<file path="src/rtl/dds_sweep_ctrl.sv">
// Frequency-sweep sequencer for a DDS core: loads a phase offset, then steps
// the tuning word from f_start to f_stop with a programmable dwell per point.
module dds_sweep_ctrl #(
    parameter int W  = 16,
    parameter int DW = 16
) (
    input  logic          clk,
    input  logic          rst,
    input  logic          start,
    input  logic          stop,
    input  logic          repeat_mode,
    input  logic [W-1:0]  phase_init,
    input  logic [W-1:0]  f_start,
    input  logic [W-1:0]  f_stop,
    input  logic [W-1:0]  f_step,
    input  logic [DW-1:0] dwell,
    output logic          Enable,
    output logic          LoadP,
    output logic          LoadF,
    output logic [W-1:0]  FreqPhase,
    output logic          busy,
    output logic          done
);

    typedef enum logic [2:0] {
        S_IDLE,
        S_LOADP,
        S_LOADF,
        S_DWELL,
        S_DONE
    } state_t;

    state_t        state_q;
    logic [W-1:0]  phase_q;
    logic [W-1:0]  fstart_q;
    logic [W-1:0]  fstop_q;
    logic [W-1:0]  fstep_q;
    logic [W-1:0]  cur_q;
    logic [DW-1:0] dwell_q;
    logic [DW-1:0] cnt_q;
    logic          rep_q;

    logic          en_q;
    logic          loadp_q;
    logic          loadf_q;
    logic [W-1:0]  fp_q;
    logic          busy_q;
    logic          done_q;

    logic [W:0]    nxt_d;
    logic          step_ok_d;

    // One extra bit catches the carry so the sweep ends instead of wrapping.
    assign nxt_d     = {1'b0, cur_q} + {1'b0, fstep_q};
    assign step_ok_d = !nxt_d[W]
                     && (nxt_d[W-1:0] <= fstop_q)
                     && (fstep_q != '0);

    always_ff @(posedge clk or posedge rst) begin
        if (rst) begin
            state_q  <= S_IDLE;
            phase_q  <= '0;
            fstart_q <= '0;
            fstop_q  <= '0;
            fstep_q  <= '0;
            cur_q    <= '0;
            dwell_q  <= '0;
            cnt_q    <= '0;
            rep_q    <= 1'b0;
            en_q     <= 1'b0;
            loadp_q  <= 1'b0;
            loadf_q  <= 1'b0;
            fp_q     <= '0;
            busy_q   <= 1'b0;
            done_q   <= 1'b0;
        end else begin
            loadp_q <= 1'b0;
            loadf_q <= 1'b0;
            done_q  <= 1'b0;
            if (stop) begin
                state_q <= S_IDLE;
                en_q    <= 1'b0;
                busy_q  <= 1'b0;
            end else begin
                unique case (state_q)
                    S_IDLE: begin
                        if (start) begin
                            phase_q  <= phase_init;
                            fstart_q <= f_start;
                            fstop_q  <= f_stop;
                            fstep_q  <= f_step;
                            dwell_q  <= (dwell == '0) ? DW'(1) : dwell;
                            rep_q    <= repeat_mode;
                            cur_q    <= f_start;
                            loadp_q  <= 1'b1;
                            fp_q     <= phase_init;
                            en_q     <= 1'b1;
                            busy_q   <= 1'b1;
                            state_q  <= S_LOADP;
                        end
                    end
                    S_LOADP: begin
                        loadf_q <= 1'b1;
                        fp_q    <= cur_q;
                        state_q <= S_LOADF;
                    end
                    S_LOADF: begin
                        cnt_q   <= dwell_q - DW'(1);
                        state_q <= S_DWELL;
                    end
                    S_DWELL: begin
                        if (cnt_q != '0) begin
                            cnt_q <= cnt_q - DW'(1);
                        end else if (step_ok_d) begin
                            cur_q   <= nxt_d[W-1:0];
                            fp_q    <= nxt_d[W-1:0];
                            loadf_q <= 1'b1;
                            state_q <= S_LOADF;
                        end else if (rep_q) begin
                            cur_q   <= fstart_q;
                            fp_q    <= fstart_q;
                            loadf_q <= 1'b1;
                            state_q <= S_LOADF;
                        end else begin
                            done_q  <= 1'b1;
                            en_q    <= 1'b0;
                            busy_q  <= 1'b0;
                            state_q <= S_DONE;
                        end
                    end
                    S_DONE: begin
                        state_q <= S_IDLE;
                    end
                    default: begin
                        state_q <= S_IDLE;
                        en_q    <= 1'b0;
                        busy_q  <= 1'b0;
                    end
                endcase
            end
        end
    end

    assign Enable    = en_q;
    assign LoadP     = loadp_q;
    assign LoadF     = loadf_q;
    assign FreqPhase = fp_q;
    assign busy      = busy_q;
    assign done      = done_q;

endmodule

</file>
<file path="config.mk">
export PLATFORM = sky130hd
export DESIGN_NAME = dds_sweep_ctrl
export DESIGN_NICKNAME = d
export VERILOG_FILES = /design/src/rtl/dds_sweep_ctrl.sv
export SDC_FILE = /design/constraint.sdc
export NUM_CORES = 1
export LEC_CHECK = 0
export CORE_MARGIN = 1.5
export CORE_UTILIZATION = 45
export CTS_CLUSTER_DIAMETER = 100
export DETAILED_ROUTE_END_ITERATION = 7
export GPL_TIMING_DRIVEN = 0
export PLACE_DENSITY = 0.71
export SKIP_LAST_GASP = 1
export SLEW_MARGIN = 5
export SYNTH_ARGS = -nofsm -noshare
export SYNTH_HDL_FRONTEND = slang
export SYNTH_SLANG_ARGS = --single-unit
</file>
<file path="constraint.sdc">
create_clock -name clk -period 4.4 [get_ports clk]
set_input_delay 0.88 -clock clk [delete_from_list [all_inputs] [get_ports clk]]
set_output_delay 0.88 -clock clk [all_outputs]
set_load 0.03 [all_outputs]
</file>
==> results.cfg <==
[status]
outcome = finished, violations left
violations = setup timing

[layout]
syn_to_final_growth_pct = 34.30
num_antenna_cells = 0
drive_gt1_frac = 0.2141
nets = 986
final_cells = 1089

[global_route]
track_usage = 0.2545
grt.overflow.total = 0
grt_pass1_vias = 5931
antenna_found_initial = 0
grt_pass1_wl_um = 31770
met3_usage = 0.05281
grtUsageMet1 = 0.3514
grt_max_degree = 80
grt-busiest-layer = met2
use_met2 = 0.3982

[floorplanning]
rows = 45
io_pins = 106
die_y_um = 128.6
coreArea_um2 = 15310
start_util = 0.4633
die-area_um2 = 16530
die_w_um = 128.6

[logic_synthesis]
async_flop_share = 1.000
yosys.area.top_type_share = 0.4232
synthCells = 722
ys_ff_latch = 120
syn_avg_cell_area_um2 = 9.828
synth_area_leader_cell = dfrtp_1
synth_nets = 841
synth.area.top_cells = dfrtp_1 (42%), mux2_2 (12%), ha_1 (5.8%), a21oi_1 (3.9%), mux2i_1 (3.2%)
synthDistinctLibCells = 62
synth-edff-count = 0
ys_seq_area_frac = 0.4232
ys.flop_type = dfrtp_1
ys_warn_count = 0
netlist_area_um2 = 7096

[critical_path]
worst-path-max-fanout = 5
critPathCaptureType = flop
worstPathArrival_ns = 4.81
r2r-start = cur_q[0]
rr_worst_depth = 19
critPathKind = reg2reg
rrSetupSlack_ns = -0.11
cp.required_ns = 4.70
startpoint = cur_q[0]
critPathLaunchType = flop
r2r_end = FreqPhase[2]

[place]
gp_congestion = 0.9005
io_buffers = 105
dp_cells = 1039
dp_hpwl_um = 14410

[timing]
rsz0062_at_grt = yes
hold_violations = 0
setup_slack_ns = -0.1130
fin_skew_ns = 0.008623
slew_viol_final = 0
worst_pin_slew_ns = 0.8859
finalSetupViolations = 23
fmax_mhz = 221.6
max_slew_margin = 0.4094
fin_crit_ns = 4.513
period_share = 1.026
whs_ns = 0.4960

[drt]
ant_nets = 0
avgViaCountPerCell = 5.794
dr.pass1.iters = 6
routedWlPerCell_um = 18.88
drt_wl_total_um = 20560
drt_iter0_markers = 564
vias = 6310
remaining_drc_errors = 0

[pwr]
power_density_nw_per_um2 = 685.9
p_leak_nw = 3.961
p_total_mw = 6.536
ir_worst_vdd_v = 0.0004677

[min_path]
hold-path-cell-count = 1
min_from = fstart_q[13]
hp-class = reg2reg
whs_endpoint = fstart_q[13]

[cts]
path_clk_slew_ns = 0.05
cts_buffers = 17
numClockSinks = 120
cts_tree = yes
hold_buffers = 0
clock_latency_ns = 0.43
cts_root_buf = clkbuf_16
cts_max_level = 4
cts_buffer_depth = 2

[flow_run]
drv_cap = 0
-- synth_stat cells, drive strengths merged, types with 2 or more instances --
master    n
nor3b     2
or3       5
nand3b    3
a31o      2
nand2b    5
xnor2     9
dfrtp   120
a41oi     2
o31ai     3
o21ai    46
o22a      5
mux2i    23
nor3     22
ha       33
clkbuf   28
o211ai    4
and3      7
a211oi   17
buf       8
nand3    11
and2      5
a31oi    11
xor2      3
o41ai     2
o22ai     2
a22oi     2
nand2    51
nor2b     5
a311oi    2
o21bai    8
a2111o    2
nand4     6
inv      34
o32ai     5
a221oi    2
mux2     73
a21o      7
nor4     12
a21oi    55
nor2     55
o21a     10
-- per-stage QoR --
stage                     setup TNS, ns  utilization  area [um^2]  worst slack (ns)
after global placement          -208.35       0.5492         8411            -1.542
final                            -1.156       0.6222         9529           -0.1130
after floorplan                       0            -         7096            0.2124
after global routing             -6.420       0.6222         9529           -0.2744
after CTS                      -0.07793       0.6045         9258          -0.01702
after detailed placement         -26.33       0.5513         8443           -0.8903
-- worst max path at each step --
stage                         endpoint  slack (ns)
after floorplan           FreqPhase[4]        0.21
after global placement    FreqPhase[8]       -1.54
after detailed placement      cur_q[3]       -0.89
after CTS                     cur_q[3]       -0.02
after global routing      FreqPhase[2]       -0.27
final                     FreqPhase[2]       -0.11
-- state kept, by name (all words and copies together), names as in the netlist --
name       cells
LoadF          1
done           1
fstep_q       16
cnt_q         16
fstart_q      16
state_q        3
dwell_q       16
rep_q          1
cur_q         16
fstop_q       16
busy           1
FreqPhase     16
LoadP          1
-- final cells by class --
cell class / count / area, um^2
Clock buffer: 27 / 493.0
Sequential cell: 120 / 3004
Tap cell: 211 / 264.0
Multi-Input combinational cell: 531 / 4156
Timing Repair Buffer: 127 / 1261
Clock inverter: 3 / 17.52
Buffer: 35 / 196.4
Fill cell: 1304 / 5786
Inverter: 35 / 136.4
-- repair_timing --
action	CTS	global route
buffers inserted	9	10
setup endpoints to repair	37	33
cloned	0	2
gates resized for setup	50	43
pin swaps	12	19
-- report_power, final --
group | switching (mW) | leakage (nW) | internal (mW) | total, mW
combinational | 1.88 | 2.29 | 1.68 | 3.55
clock | 0.476 | 0.247 | 0.755 | 1.23
sequential | 0.312 | 1.42 | 1.44 | 1.75
-- layout by cell type, fill, tap and decap left out, types with 4 or more instances in the layout --
master and count:
mux2i_2 4, nand2b_1 5, a211oi_1 11, o21bai_1 7
o211ai_1 4, o32ai_1 5, mux2_2 70, mux2i_1 18
nand4_1 6, or3_1 5, buf_4 19, clkbuf_1 30
and3_1 7, and2_1 5, a21oi_1 47, o21a_1 10
xnor2_1 6, nand2_1 50, inv_1 32, dfrtp_1 119
o21ai_1 4, ha_1 27, buf_6 6, nor2_1 52
a21o_1 7, clkbuf_16 18, o22a_1 5, ha_4 4
a21oi_2 6, a31oi_1 10, o21ai_0 42, nor3_1 19
a211oi_2 4, clkdlybuf4s50_1 105, nand3_1 11, nor4_1 11
-- metal layers --
metal / vias up / part of all wire
met2: 274 / 0.46
met3: 39 / 0.077
met5: - / 0
met1: 3059 / 0.44
met4: 0 / 0.025
li1: 2938 / -
-- critical path: stages, from the launching register on --
cell and delay (ns):
dfrtp_1 0.38, ha_2 0.22, inv_2 0.04, fa_2 0.35, nor2b_2 0.13, o31a_1 0.24, o2111ai_4 0.19, a21oi_2 0.21
mux2_4 0.34, nand2_4 0.08, ha_4 0.14, nand4_1 0.20, nor4_4 0.33, a21oi_2 0.09, or4_4 0.53, buf_6 0.16
buf_12 0.14, mux2_4 0.32, o21bai_1 0.18, a31oi_1 0.11
-- kinds of logic (layout without fill, tap and decap cells) --
kind of cell             after synthesis  count (layout)  share of synthesized area
AO/OA/AOI/OAI                        196             196                     0.1832
XOR/XNOR                              12              12                    0.01481
adder cells (fa/ha/maj)               34              34                    0.06101
buffers and inverters                 71             227                    0.04073
flip-flops                           120             120                     0.4232
multiplexers                          96              96                     0.1483
AND/OR/NAND/NOR                      193             193                     0.1287
Power figures use the tool's default switching activity.
